===== src/rtl/axi_lite_cfg_slave.sv =====
// AXI4-Lite configuration responder for the zyNet control plane.
// Turns register writes into weight/bias load strobes and layer/neuron selects,
// captures the network's classification result, raises a level interrupt and
// owns the network soft reset.
//
// Ports:
//   s_axi_aclk / s_axi_aresetn     clock, asynchronous active-low reset
//   s_axi_aw* / s_axi_w* / s_axi_b*  write address, data and response channels
//   s_axi_ar* / s_axi_r*           read address and data channels
//   weight_value / weight_valid    last weight written, one-cycle load strobe
//   bias_value / bias_valid        last bias written, one-cycle load strobe
//   layer_number / neuron_number   layer and neuron select registers
//   soft_reset                     active-high network reset (set out of reset)
//   result_value / result_valid    classification result from the network
//   intr                           level interrupt, result pending
module axi_lite_cfg_slave #(
    parameter int unsigned C_S_AXI_DATA_WIDTH = 32,
    parameter int unsigned C_S_AXI_ADDR_WIDTH = 5,
    parameter int unsigned dataWidth          = 16
) (
    input  logic                            s_axi_aclk,
    input  logic                            s_axi_aresetn,
    input  logic [C_S_AXI_ADDR_WIDTH-1:0]   s_axi_awaddr,
    input  logic [2:0]                      s_axi_awprot,
    input  logic                            s_axi_awvalid,
    output logic                            s_axi_awready,
    input  logic [C_S_AXI_DATA_WIDTH-1:0]   s_axi_wdata,
    input  logic [C_S_AXI_DATA_WIDTH/8-1:0] s_axi_wstrb,
    input  logic                            s_axi_wvalid,
    output logic                            s_axi_wready,
    output logic [1:0]                      s_axi_bresp,
    output logic                            s_axi_bvalid,
    input  logic                            s_axi_bready,
    input  logic [C_S_AXI_ADDR_WIDTH-1:0]   s_axi_araddr,
    input  logic [2:0]                      s_axi_arprot,
    input  logic                            s_axi_arvalid,
    output logic                            s_axi_arready,
    output logic [C_S_AXI_DATA_WIDTH-1:0]   s_axi_rdata,
    output logic [1:0]                      s_axi_rresp,
    output logic                            s_axi_rvalid,
    input  logic                            s_axi_rready,
    output logic [dataWidth-1:0]            weight_value,
    output logic                            weight_valid,
    output logic [dataWidth-1:0]            bias_value,
    output logic                            bias_valid,
    output logic [C_S_AXI_DATA_WIDTH-1:0]   layer_number,
    output logic [C_S_AXI_DATA_WIDTH-1:0]   neuron_number,
    output logic                            soft_reset,
    input  logic [dataWidth-1:0]            result_value,
    input  logic                            result_valid,
    output logic                            intr
);

    localparam int unsigned DW     = C_S_AXI_DATA_WIDTH;
    localparam int unsigned STRB_W = C_S_AXI_DATA_WIDTH / 8;

    // Word index = addr[4:2]
    localparam logic [2:0] REG_WEIGHT   = 3'd0;
    localparam logic [2:0] REG_BIAS     = 3'd1;
    localparam logic [2:0] REG_RESULT   = 3'd2;
    localparam logic [2:0] REG_LAYER    = 3'd3;
    localparam logic [2:0] REG_NEURON   = 3'd4;
    localparam logic [2:0] REG_STATUS   = 3'd5;
    localparam logic [2:0] REG_SOFT_RST = 3'd7;

    logic [dataWidth-1:0] result_reg;
    logic                 wr_en_c;
    logic                 rd_en_c;
    logic [2:0]           wr_idx_c;
    logic [2:0]           rd_idx_c;
    logic                 capture_c;
    logic                 soft_clear_c;
    logic                 result_rd_c;
    logic [DW-1:0]        rd_mux_c;
    logic                 unused_c;

    assign s_axi_bresp = 2'b00;
    assign s_axi_rresp = 2'b00;

    // Protection and byte-offset address bits carry no meaning here
    assign unused_c = ^{s_axi_awprot, s_axi_arprot, s_axi_awaddr[1:0], s_axi_araddr[1:0]};

    // Handshake cycles: ready pulses only while both sides still present valid
    assign wr_en_c      = s_axi_awready && s_axi_awvalid && s_axi_wready && s_axi_wvalid;
    assign rd_en_c      = s_axi_arready && s_axi_arvalid;
    assign wr_idx_c     = s_axi_awaddr[4:2];
    assign rd_idx_c     = s_axi_araddr[4:2];
    assign capture_c    = result_valid && !soft_reset;
    assign soft_clear_c = wr_en_c && (wr_idx_c == REG_SOFT_RST) && s_axi_wdata[0];
    assign result_rd_c  = rd_en_c && (rd_idx_c == REG_RESULT);

    // Byte-strobed merge of write data into an existing register value
    function automatic logic [DW-1:0] apply_strb(input logic [DW-1:0] cur,
                                                 input logic [DW-1:0] wd,
                                                 input logic [STRB_W-1:0] st);
        logic [DW-1:0] r;
        r = cur;
        for (int i = 0; i < int'(STRB_W); i++) begin
            if (st[i]) r[8*i +: 8] = wd[8*i +: 8];
        end
        return r;
    endfunction

    // Read data selection, sampled into rdata on the read accept cycle
    always_comb begin
        rd_mux_c = '0;
        case (rd_idx_c)
            REG_RESULT:   rd_mux_c = DW'(result_reg);
            REG_LAYER:    rd_mux_c = layer_number;
            REG_NEURON:   rd_mux_c = neuron_number;
            REG_STATUS:   rd_mux_c = DW'({soft_reset, intr});
            REG_SOFT_RST: rd_mux_c = DW'(soft_reset);
            default:      rd_mux_c = '0;
        endcase
    end

    // Write channel and write-side registers
    always_ff @(posedge s_axi_aclk or negedge s_axi_aresetn) begin
        if (!s_axi_aresetn) begin
            s_axi_awready <= 1'b0;
            s_axi_wready  <= 1'b0;
            s_axi_bvalid  <= 1'b0;
            weight_value  <= '0;
            weight_valid  <= 1'b0;
            bias_value    <= '0;
            bias_valid    <= 1'b0;
            layer_number  <= '0;
            neuron_number <= '0;
        end else begin
            s_axi_awready <= s_axi_awvalid && s_axi_wvalid && !s_axi_bvalid && !s_axi_awready;
            s_axi_wready  <= s_axi_awvalid && s_axi_wvalid && !s_axi_bvalid && !s_axi_awready;
            weight_valid  <= 1'b0;
            bias_valid    <= 1'b0;
            if (wr_en_c) begin
                s_axi_bvalid <= 1'b1;
                case (wr_idx_c)
                    REG_WEIGHT: begin
                        weight_value <= s_axi_wdata[dataWidth-1:0];
                        weight_valid <= 1'b1;
                    end
                    REG_BIAS: begin
                        bias_value <= s_axi_wdata[dataWidth-1:0];
                        bias_valid <= 1'b1;
                    end
                    REG_LAYER:  layer_number  <= apply_strb(layer_number, s_axi_wdata, s_axi_wstrb);
                    REG_NEURON: neuron_number <= apply_strb(neuron_number, s_axi_wdata, s_axi_wstrb);
                    default: ;
                endcase
            end else if (s_axi_bvalid && s_axi_bready) begin
                s_axi_bvalid <= 1'b0;
            end
        end
    end

    // Result capture, interrupt and soft reset; soft-reset clear beats capture,
    // capture beats the clear-on-read of RESULT
    always_ff @(posedge s_axi_aclk or negedge s_axi_aresetn) begin
        if (!s_axi_aresetn) begin
            result_reg <= '0;
            intr       <= 1'b0;
            soft_reset <= 1'b1;
        end else begin
            if (capture_c) result_reg <= result_value;
            if (soft_clear_c)     intr <= 1'b0;
            else if (capture_c)   intr <= 1'b1;
            else if (result_rd_c) intr <= 1'b0;
            if (wr_en_c && (wr_idx_c == REG_SOFT_RST)) soft_reset <= s_axi_wdata[0];
        end
    end

    // Read channel
    always_ff @(posedge s_axi_aclk or negedge s_axi_aresetn) begin
        if (!s_axi_aresetn) begin
            s_axi_arready <= 1'b0;
            s_axi_rvalid  <= 1'b0;
            s_axi_rdata   <= '0;
        end else begin
            s_axi_arready <= s_axi_arvalid && !s_axi_rvalid && !s_axi_arready;
            if (rd_en_c) begin
                s_axi_rvalid <= 1'b1;
                s_axi_rdata  <= rd_mux_c;
            end else if (s_axi_rvalid && s_axi_rready) begin
                s_axi_rvalid <= 1'b0;
            end
        end
    end

endmodule


===== config.mk =====
export PLATFORM = sky130hd
export DESIGN_NAME = axi_lite_cfg_slave
export DESIGN_NICKNAME = d
export VERILOG_FILES = /design/src/rtl/axi_lite_cfg_slave.sv
export SDC_FILE = /design/constraint.sdc
export NUM_CORES = 1
export LEC_CHECK = 0
export BUFFER_PORTS_ARGS = -buffer_cell sky130_fd_sc_hd__buf_2
export CORE_MARGIN = 4
export CORE_UTILIZATION = 54
export DETAILED_ROUTE_END_ITERATION = 16
export GPL_TIMING_DRIVEN = 0
export PLACE_DENSITY_LB_ADDON = 0.25
export SETUP_SLACK_MARGIN = 0.15
export SYNTH_ARGS = -nofsm -noshare
export SYNTH_HDL_FRONTEND = slang
export SYNTH_SLANG_ARGS = --single-unit

===== constraint.sdc =====
create_clock -name s_axi_aclk -period 2.7 [get_ports s_axi_aclk]
set_clock_uncertainty 0.1 [all_clocks]
set_input_delay 0 -clock s_axi_aclk [delete_from_list [all_inputs] [get_ports s_axi_aclk]]
set_output_delay 0 -clock s_axi_aclk [all_outputs]
set_load 0.03 [all_outputs]

# Word-level counts from Yosys, hierarchy flattened

Cells that the tools add are included.

Register bits: 152
Bits of input ports: 76
Output and inout bits: 141
Word-level logic and storage cells: 75

Reduce and logical (&&, ||, !) cells: 34
Mux-type cells: 12
Equality and inequality tests: 9

Operator list:

| cell                                          | number |
|---|---|
| case mux 32 bit (5 select lines)              | 1 |
| AND reduction 3 bit                           | 8 |
| == test 3 bit, second input constant          | 5 |
| logical AND 1 bit                             | 15 |
| 2-to-1 mux 1 bit                              | 11 |
| == test 3 x 2 -> 1 bit, second input constant | 3 |
| zero test 1 bit                               | 5 |
| AND reduction 2 bit                           | 2 |
| nonzero test 2 bit                            | 2 |
| == test 3 x 1 -> 1 bit, second input constant | 1 |
| zero test 3 bit                               | 1 |
| nonzero test 3 bit                            | 1 |

# Logic depth before layout (Yosys ltp)

Gate-level depths: netlist of the first run.

Depth after elaboration: 6
Mapped depth: 6
Depth with buffers taken out: 3

# Worst setup path after synthesis of the first run

No wires, ideal clock.

Path type: reg2reg
Start: reg s_axi_wready
End: reg weight_value[10]
Cell stages (with the launch flop): 5
Period minus slack after synthesis: 1911 ps
Data required time: 2475 ps
Path buffers: 1
Library setup time: 125 ps
Path slack: 789 ps
Arrival: 1686 ps
Path through: dfrtp_1 -> nand3_4 -> nor4_4 -> buf_8 -> mux2_4

Word-level cells in the longest chain between the ends: 4

Ends and longest elaborated chain:

| what                               | RTL line | RTL |
|---|---|---|
| from (decl)                        | 30       | `output logic s_axi_wready,` |
| from (signal assigned)             | 131      | `s_axi_wready <= s_axi_awvalid && s_axi_wvalid && !s_axi_bvalid && !s_axi_awready;` |
| logical AND 1 bit                  | n/a      |  |
| logical AND 1 bit (*) (2 in a row) | 84       | `assign wr_en_c = s_axi_awready && s_axi_awvalid && s_axi_wready && s_axi_wvalid;` |
| AND reduction 2 bit (no line) (*)  | n/a      |  |
| to (signal assigned)               | 138      | `weight_value <= s_axi_wdata[dataWidth-1:0];` |
| to (decl)                          | 42       | `output logic [dataWidth-1:0] weight_value,` |

Mark *: on every way between the ends. The rest lies on a longest branch, timed or not.
A chain may end at the register's enable or synchronous reset.

# Worst setup path in the final report of the first run

Start: reg s_axi_wready
End: reg weight_value[13]

Same word-level chain as after synthesis.

==> impl_metrics.json, run 1 <==
{
  "finalInstanceArea_sq_um": 8780,
  "power.combinational.fraction_pct": 17.6,
  "drtIter0Drc": 304,
  "largest_net_degree_at_the_start_of_global_routing": 96,
  "criticalPathCategory": "reg -> reg",
  "timing.final.crit_period_ns": 2.24,
  "worst_skew_pair.late_latency_ns": 0.41,
  "max_freq_mhz": 446,
  "power.leakage_nw": 4.73,
  "cts_tree": "yes",
  "fillCellCount": 712,
  "totalPowerFinal_mw": 5.92,
  "final_nets": 786,
  "cell_internal_pwr_mw": 4.28,
  "detail_route.first_pass.iterations": 4,
  "post_dp_cell_area_sq_um": 7570,
  "r2r_end": "weight_value[13]$_DFFE_PN0P_",
  "cp.required_ns": 2.89,
  "run_status": "finished clean",
  "final_wl_um": 17200,
  "crit_fanout": 6,
  "power.ir.vdd_worst_mv": 0.580,
  "timing.critical_path.from": "s_axi_wready$_DFF_PN0_",
  "power_switching_mw": 1.64,
  "seq_area_frac_synth_pct": 60.0,
  "hold_path.class": "in -> reg",
  "h-tree-depth": 4,
  "post-route-period-util_pct": 83.0,
  "detail_route.vias_per_cell": 5.38,
  "place.detailed.hpwl_um": 11500,
  "setup_viol_count_final": 0,
  "share_of_total_power_in_sequential_cells_pct": 43.8,
  "placer_congestion": 0.812,
  "worstSetupEndpoint": "weight_value[13]$_DFFE_PN0P_",
  "yosys_register_bits": 152,
  "slew_violations": 0,
  "timing.reg2reg.worst_path_depth": 5,
  "post_syn_area_per_cell_sq_um": 15.0,
  "final_layout_size_suffix_gt1_share_pct": 53.0,
  "setup.worst_path.start_class": "register",
  "std_cell_rows": 39,
  "post_cts_resize_count": 0,
  "clk_pin_slew_worst_paths_ns": 0.06,
  "place.port_buffers": 200,
  "timing.max_slew.rel_slack_pct": 61.6,
  "tritoncts.num_buffers": 17,
  "gate_count_after_technology_mapping": 423,
  "antenna_left": 0,
  "cellPowerDensity_nw_per_um2": 674,
  "grt_first_pass_wirelength_um": 26900,
  "regToRegStartpoint": "s_axi_wready$_DFF_PN0_",
  "worst_ep_arrival_time_ns": 2.44,
  "num_antenna_cells": 0,
  "post-route-worst-setup-slack_ns": 0.458,
  "switching_share_pct": 27.7,
  "yosys_warnings": 0,
  "fp.dieArea_sq_um": 13600,
  "tritoncts_num_sinks": 152,
  "syn-cell-area_sq_um": 6350,
  "die_height_um": 116,
  "areaGrowthSynthToFinish_pct": 38.4,
  "global_route.overflow_total": 0,
  "worst-slew-pin-transition_ns": 0.575,
  "dpl_worst_slack_ns": 0.571,
  "design.portCount": 217,
  "timing_hold_violations_final": 0,
  "first_global_vias": 4987,
  "number_of_antenna_violations_at_the_first_check_in_global_routing": 1,
  "globalRouteTotalUtil_pct": 26.3,
  "final_common_cell": "buf_2",
  "worst_case_register_to_register_setup_slack_ns": 0.46,
  "clockRootBuffer": "clkbuf_16",
  "holdWs_ns": 0.0180,
  "coreArea_sq_um": 11500,
  "clk_path_buf_depth": 2,
  "detailroute.via_count": 4655,
  "maxCapViolCount": 0,
  "detail_route.drc_violations": 0,
  "layout_common_cells": "buf_2, dfrtp_1, mux2_2, dlygate4sd3_1, a22o_1",
  "post_synth_num_cell_types": 40,
  "share_clk_of_total_power_pct": 38.7,
  "routedWlPerCell_um": 19.8,
  "floorplan_die_width_um": 116,
  "initial_utilization_pct": 55.3,
  "biggestRegsByFlops": "layer_number (32), neuron_number (32), s_axi_rdata (32)",
  "rsz_0062_raised_after_global_routing": "false",
  "setup.worst_path.end_class": "register",
  "hold_path.startpoint": "s_axi_wstrb[2]",
  "final_layout_setup_total_negative_slack_ns": 0
}
-- layout make-up --
class | instances | area (sq um) | area share, %
Tap cell | 143 | 179 | 2.04
Inverter | 9 | 33.8 | 0.385
Clock buffer | 24 | 512 | 5.83
Clock inverter | 8 | 67.6 | 0.769
Sequential cell | 152 | 3800 | 43.3
Timing Repair Buffer | 265 | 1670 | 19.0
Multi-Input combinational cell | 235 | 2350 | 26.8
Buffer | 30 | 164 | 1.87
-- power by group through the flow --
stage          sequential (mW)  combinational (mW)  clock [mW]
6_report                  2.59                1.04        2.29
5_1_grt                   2.61                1.11        2.41
3_5_place_dp              2.63               0.969           0
4_1_cts                   2.59                1.04        2.31
3_3_place_gp              2.61               0.942           0
2_1_floorplan             2.92               0.298           0
-- per-layer routing --
| layer | share of wire, % | global-route usage, % | vias up |
|---|---|---|---|
| li1 | - | - | 2133 |
| met1 | 39 | 32.2 | 2354 |
| met2 | 52 | 44.8 | 143 |
| met3 | 6.4 | 6.99 | 23 |
| met4 | 1.9 | 9.74 | 2 |
| met5 | 0.076 | 0 | - |
-- critical path: stages (launching register included) --
cell and delay, ns:
dfrtp_1 0.48, nand3_4 0.19, nor4_4 0.29, buf_4 0.18
mux2_2 0.33, dlygate4sd3_1 0.55
-- cell usage after synthesis --
cell type	count	area (sq um)
o22a_1	2	17.5
nand3b_2	1	11.3
buf_2	16	80.1
nand2_1	2	7.51
nor2b_1	2	12.5
nand2b_1	2	12.5
nor3_1	1	5.00
o31a_1	1	8.76
o2bb2ai_1	13	114
a21oi_1	1	5.00
conb_1	1	3.75
nor3_4	3	48.8
nand3_2	1	10.0
dfstp_2	1	26.3
nand3_4	1	17.5
clkbuf_1	7	26.3
nand4_1	2	12.5
nor3b_1	3	22.5
a311o_1	1	10.0
dfrtp_1	151	3780
nor4_1	1	6.26
buf_8	1	15.0
clkbuf_2	1	5.00
and3b_1	2	17.5
mux2i_1	18	180
and3_1	3	18.8
and3_2	1	7.51
buf_4	5	37.5
a21boi_0	1	7.51
nor4_4	1	21.3
mux2_2	104	1170
a22o_1	46	403
and2_1	1	6.26
and4bb_2	1	12.5
nor2_1	2	7.51
o21ai_0	3	15.0
nor2_2	1	6.26
o32ai_1	1	8.76
mux2_4	9	135
inv_1	9	33.8
-- worst min-delay path by stage --
stage,end,slack (ns),cells after the start
global route,layer_number[21]$_DFFE_PN0P_,0.03,4
detailed placement,bias_value[11]$_DFFE_PN0P_,-0.10,1
global placement,s_axi_rvalid$_DFFE_PN0P_,0.09,2
CTS,layer_number[21]$_DFFE_PN0P_,0.007,4
floorplan,bias_valid$_DFF_PN0_,-0.40,0
finish,layer_number[21]$_DFFE_PN0P_,0.02,4
-- logic make-up (layout without fill, tap and decap cells) --
logic type | Yosys count | after routing | share of synthesized area (%)
buffers and inverters | 39 | 336 | 3.12
AOI/OAI and AO/OA | 69 | 69 | 9.29
other | 1 | 4 | 0.0591
muxes | 131 | 131 | 23.4
and+or+nand+nor | 31 | 31 | 4.16
DFF | 152 | 152 | 60.0
-- stage by stage --
stage / instances / util [%]
after floorplan: 426 / -
after global placement: 769 / 65.7
after detailed placement: 770 / 66.0
after CTS: 862 / 76.3
after global routing: 866 / 76.6
final: 866 / 76.6
-- timing repair --
item	4_1_cts	5_1_grt
hold endpoints to repair	271	0
hold buffers	60	0
setup buffers	0	4
endpoints found under the setup margin	0	1
No activity file was read; power rests on OpenSTA's default activity.
==> run 2: changes to the inputs <==
--- a/config.mk
+++ b/config.mk
@@ -5,9 +5,10 @@
 export SDC_FILE = /design/constraint.sdc
 export NUM_CORES = 1
 export LEC_CHECK = 0
+export ABC_AREA = 1
 export BUFFER_PORTS_ARGS = -buffer_cell sky130_fd_sc_hd__buf_2
 export CORE_MARGIN = 4
-export CORE_UTILIZATION = 54
+export CORE_UTILIZATION = 51
 export DETAILED_ROUTE_END_ITERATION = 16
 export GPL_TIMING_DRIVEN = 0
 export PLACE_DENSITY_LB_ADDON = 0.25
==> constraint.sdc (replaced) <==
create_clock -name s_axi_aclk -period 2.2 [get_ports s_axi_aclk]
set_clock_uncertainty 0.1 [all_clocks]
set_input_delay 0 -clock s_axi_aclk [delete_from_list [all_inputs] [get_ports s_axi_aclk]]
set_output_delay 0 -clock s_axi_aclk [all_outputs]
set_load 0.03 [all_outputs]
==> run 2 against run 1 <==
Effect of this change:
- fmax increased by 13%
- via count increased by 27%
- wire length increased by 12%
- cell count increased by 38%
- synthesized cell count increased by 68%
- synthesized area increased by 2.8%
- non-clock buffer count increased by 15
- clock power increased by 38%
- sequential share of layout area decreased by 1.9 points
- critical path type unchanged
- critical endpoint unchanged
- largest power group unchanged
==> impl_metrics.json, run 2 <==
{
  "timing_hold_violations_final": 0,
  "routedWlPerCell_um": 16.1,
  "slew_violations": 0,
  "yosys_register_bits": 152,
  "place.detailed.hpwl_um": 12900,
  "worst-slew-pin-transition_ns": 0.825,
  "grt_first_pass_wirelength_um": 30700,
  "criticalPathCategory": "reg -> reg",
  "yosysTopAreaCellShare_pct": 57.9,
  "clockRootBuffer": "clkbuf_16",
  "power.leakage_nw": 5.04,
  "grtUsageMet3_pct": 6.43,
  "die_height_um": 121,
  "post-route-util_pct": 73.0,
  "hold_path.class": "in -> reg",
  "detailroute.via_count": 5925,
  "r2r_end": "weight_value[13]$_DFFE_PN0P_",
  "async_flop_share_pct": 100,
  "std_cell_rows": 41,
  "timing.final.crit_period_ns": 1.98,
  "dpl_worst_slack_ns": 0.535,
  "largest_net_degree_at_the_start_of_global_routing": 89,
  "first_global_vias": 5924,
  "regToRegStartpoint": "s_axi_wready$_DFF_PN0_",
  "globalRouteTotalUtil_pct": 27.1,
  "detail_route.drc_violations": 0,
  "grt_busiest_layer": "met2",
  "number_of_antenna_violations_at_the_first_check_in_global_routing": 0,
  "antenna_left": 0,
  "worstHoldPathCells": 5,
  "post_syn_area_per_cell_sq_um": 9.18,
  "syn-cell-area_sq_um": 6520,
  "final_wl_um": 19200,
  "setup.worst_path.end_class": "register",
  "coreArea_sq_um": 12600,
  "grtUsageMet1_pct": 36.3,
  "final_layout_setup_total_negative_slack_ns": 0,
  "final_common_cell": "nand2_1",
  "run_status": "finished clean",
  "post_synth_main_area_contributors": "dfrtp_1, nand2_1, o21ai_2, inv_1, o21ai_1",
  "cp.required_ns": 2.43,
  "post_layout_nonfiller_instances": 1194,
  "drtIter0Drc": 429,
  "design.portCount": 217,
  "timing.max_slew.rel_slack_pct": 45.0,
  "post-route-worst-setup-slack_ns": 0.218,
  "layout_common_cells": "nand2_1, buf_2, dfrtp_1, dlygate4sd3_1, inv_1",
  "worstSetupEndpoint": "weight_value[13]$_DFFE_PN0P_",
  "areaGrowthSynthToFinish_pct": 40.7,
  "h-tree-depth": 4,
  "crit_fanout": 8,
  "final_nets": 1085,
  "gate_count_after_technology_mapping": 711,
  "floorplan_die_width_um": 121,
  "tritoncts_num_sinks": 152,
  "place.port_buffers": 202,
  "yosysMostFrequentCell": "nand2_1",
  "final_layout_size_suffix_gt1_share_pct": 33.0,
  "num_antenna_cells": 0,
  "timing.critical_path.from": "s_axi_wready$_DFF_PN0_",
  "worst_case_register_to_register_setup_slack_ns": 0.22,
  "post_synth_most_frequent_cells": "nand2_1, dfrtp_1, inv_1, o21ai_1, o21ai_2",
  "detail_route.first_pass.iterations": 5,
  "post-route-period-util_pct": 90.1,
  "biggestRegsByFlops": "layer_number (32), neuron_number (32), s_axi_rdata (32)",
  "maxCapViolCount": 0,
  "initial_utilization_pct": 51.9,
  "grt.met2_usage_pct": 42.8,
  "global_route.overflow_total": 0,
  "tritoncts.num_buffers": 17,
  "cellPowerDensity_nw_per_um2": 863,
  "setup_viol_count_final": 0,
  "max_freq_mhz": 505,
  "clk_path_buf_depth": 2,
  "seq_area_frac_synth_pct": 58.3,
  "timing.reg2reg.worst_path_depth": 5,
  "synthFlopType": "dfrtp_1",
  "fp.dieArea_sq_um": 14700,
  "clk_pin_slew_worst_paths_ns": 0.06,
  "worst_ep_arrival_time_ns": 2.22,
  "netlist.top_cell.by_area": "dfrtp_1",
  "yosys_warnings": 0,
  "setup.worst_path.start_class": "register",
  "finalInstanceArea_sq_um": 9180,
  "post-place-cells": 1089,
  "detail_route.vias_per_cell": 4.96,
  "worst_skew_pair.late_latency_ns": 0.42,
  "post_synth_num_cell_types": 29,
  "power.ir.vdd_worst_mv": 0.643,
  "post_dp_cell_area_sq_um": 7790,
  "placer_congestion": 0.844,
  "rsz_0062_raised_after_global_routing": "false",
  "cts_tree": "yes",
  "synth-edff-count": 0
}
-- run 2: through the flow --
stage | hold WS (ns) | total power [mW]
3_5_place_dp | 0.0237 | 4.67
6_report | 0.0448 | 7.92
2_1_floorplan | -0.396 | 4.15
4_1_cts | 0.0780 | 7.95
5_1_grt | 0.0562 | 8.25
3_3_place_gp | 0.0907 | 4.64
-- run 2: layout make-up --
cell class	instances	area, sq um
Multi-Input combinational cell	464	2280
Clock inverter	9	170
Timing Repair Buffer	276	1770
Sequential cell	152	3800
Clock buffer	23	478
Tap cell	172	215
Fill cell	932	3390
Buffer	34	213
Inverter	64	240
-- run 2: critical path, stage by stage, from the launching register on --
cell and delay [ns]:
dfrtp_1 0.45, nand3_4 0.21, nor4_4 0.42, nand2_1 0.09, dlygate4sd3_1 0.56, o21ai_0 0.07
-- run 2: cell families after synthesis --
family	Yosys count	synth area share [%]
simple gates	338	21.3
flops	152	58.3
compound gates	109	11.1
buf+inv	98	6.94
mux	13	2.24
other cells	1	0.0575
-- run 2: power by group --
part	internal, mW	switching (mW)
sequential	3.07	0.185
combinational	0.485	0.999
clock	2.10	1.08
total	5.66	2.26
-- run 2: how the worst min path moves through the flow --
stage	slack, ns	startpoint	to
floorplan	-0.40	s_axi_aresetn	bias_valid$_DFF_PN0_
global placement	0.09	s_axi_bready	s_axi_bvalid$_DFFE_PN0P_
finish	0.04	s_axi_wvalid	bias_value[1]$_DFFE_PN0P_
global route	0.06	s_axi_wvalid	bias_value[2]$_DFFE_PN0P_
detailed placement	0.02	s_axi_aresetn	s_axi_rdata[16]$_DFFE_PN0P_
CTS	0.08	s_axi_wvalid	bias_value[1]$_DFFE_PN0P_
-- run 2: timing repair --
action                                  CTS  global route
buffers inserted                          0             1
hold buffers                             72             0
hold endpoints to repair                208             0
endpoints found under the setup margin    0             2
gates resized for setup                   0             1
-- run 2: metal layers --
| layer | part of all wire (%) | vias to the layer above |
|---|---|---|
| li1 | - | 2829 |
| met1 | 42 | 2787 |
| met2 | 48 | 261 |
| met3 | 7.2 | 48 |
| met4 | 3.0 | 0 |
| met5 | 0 | - |
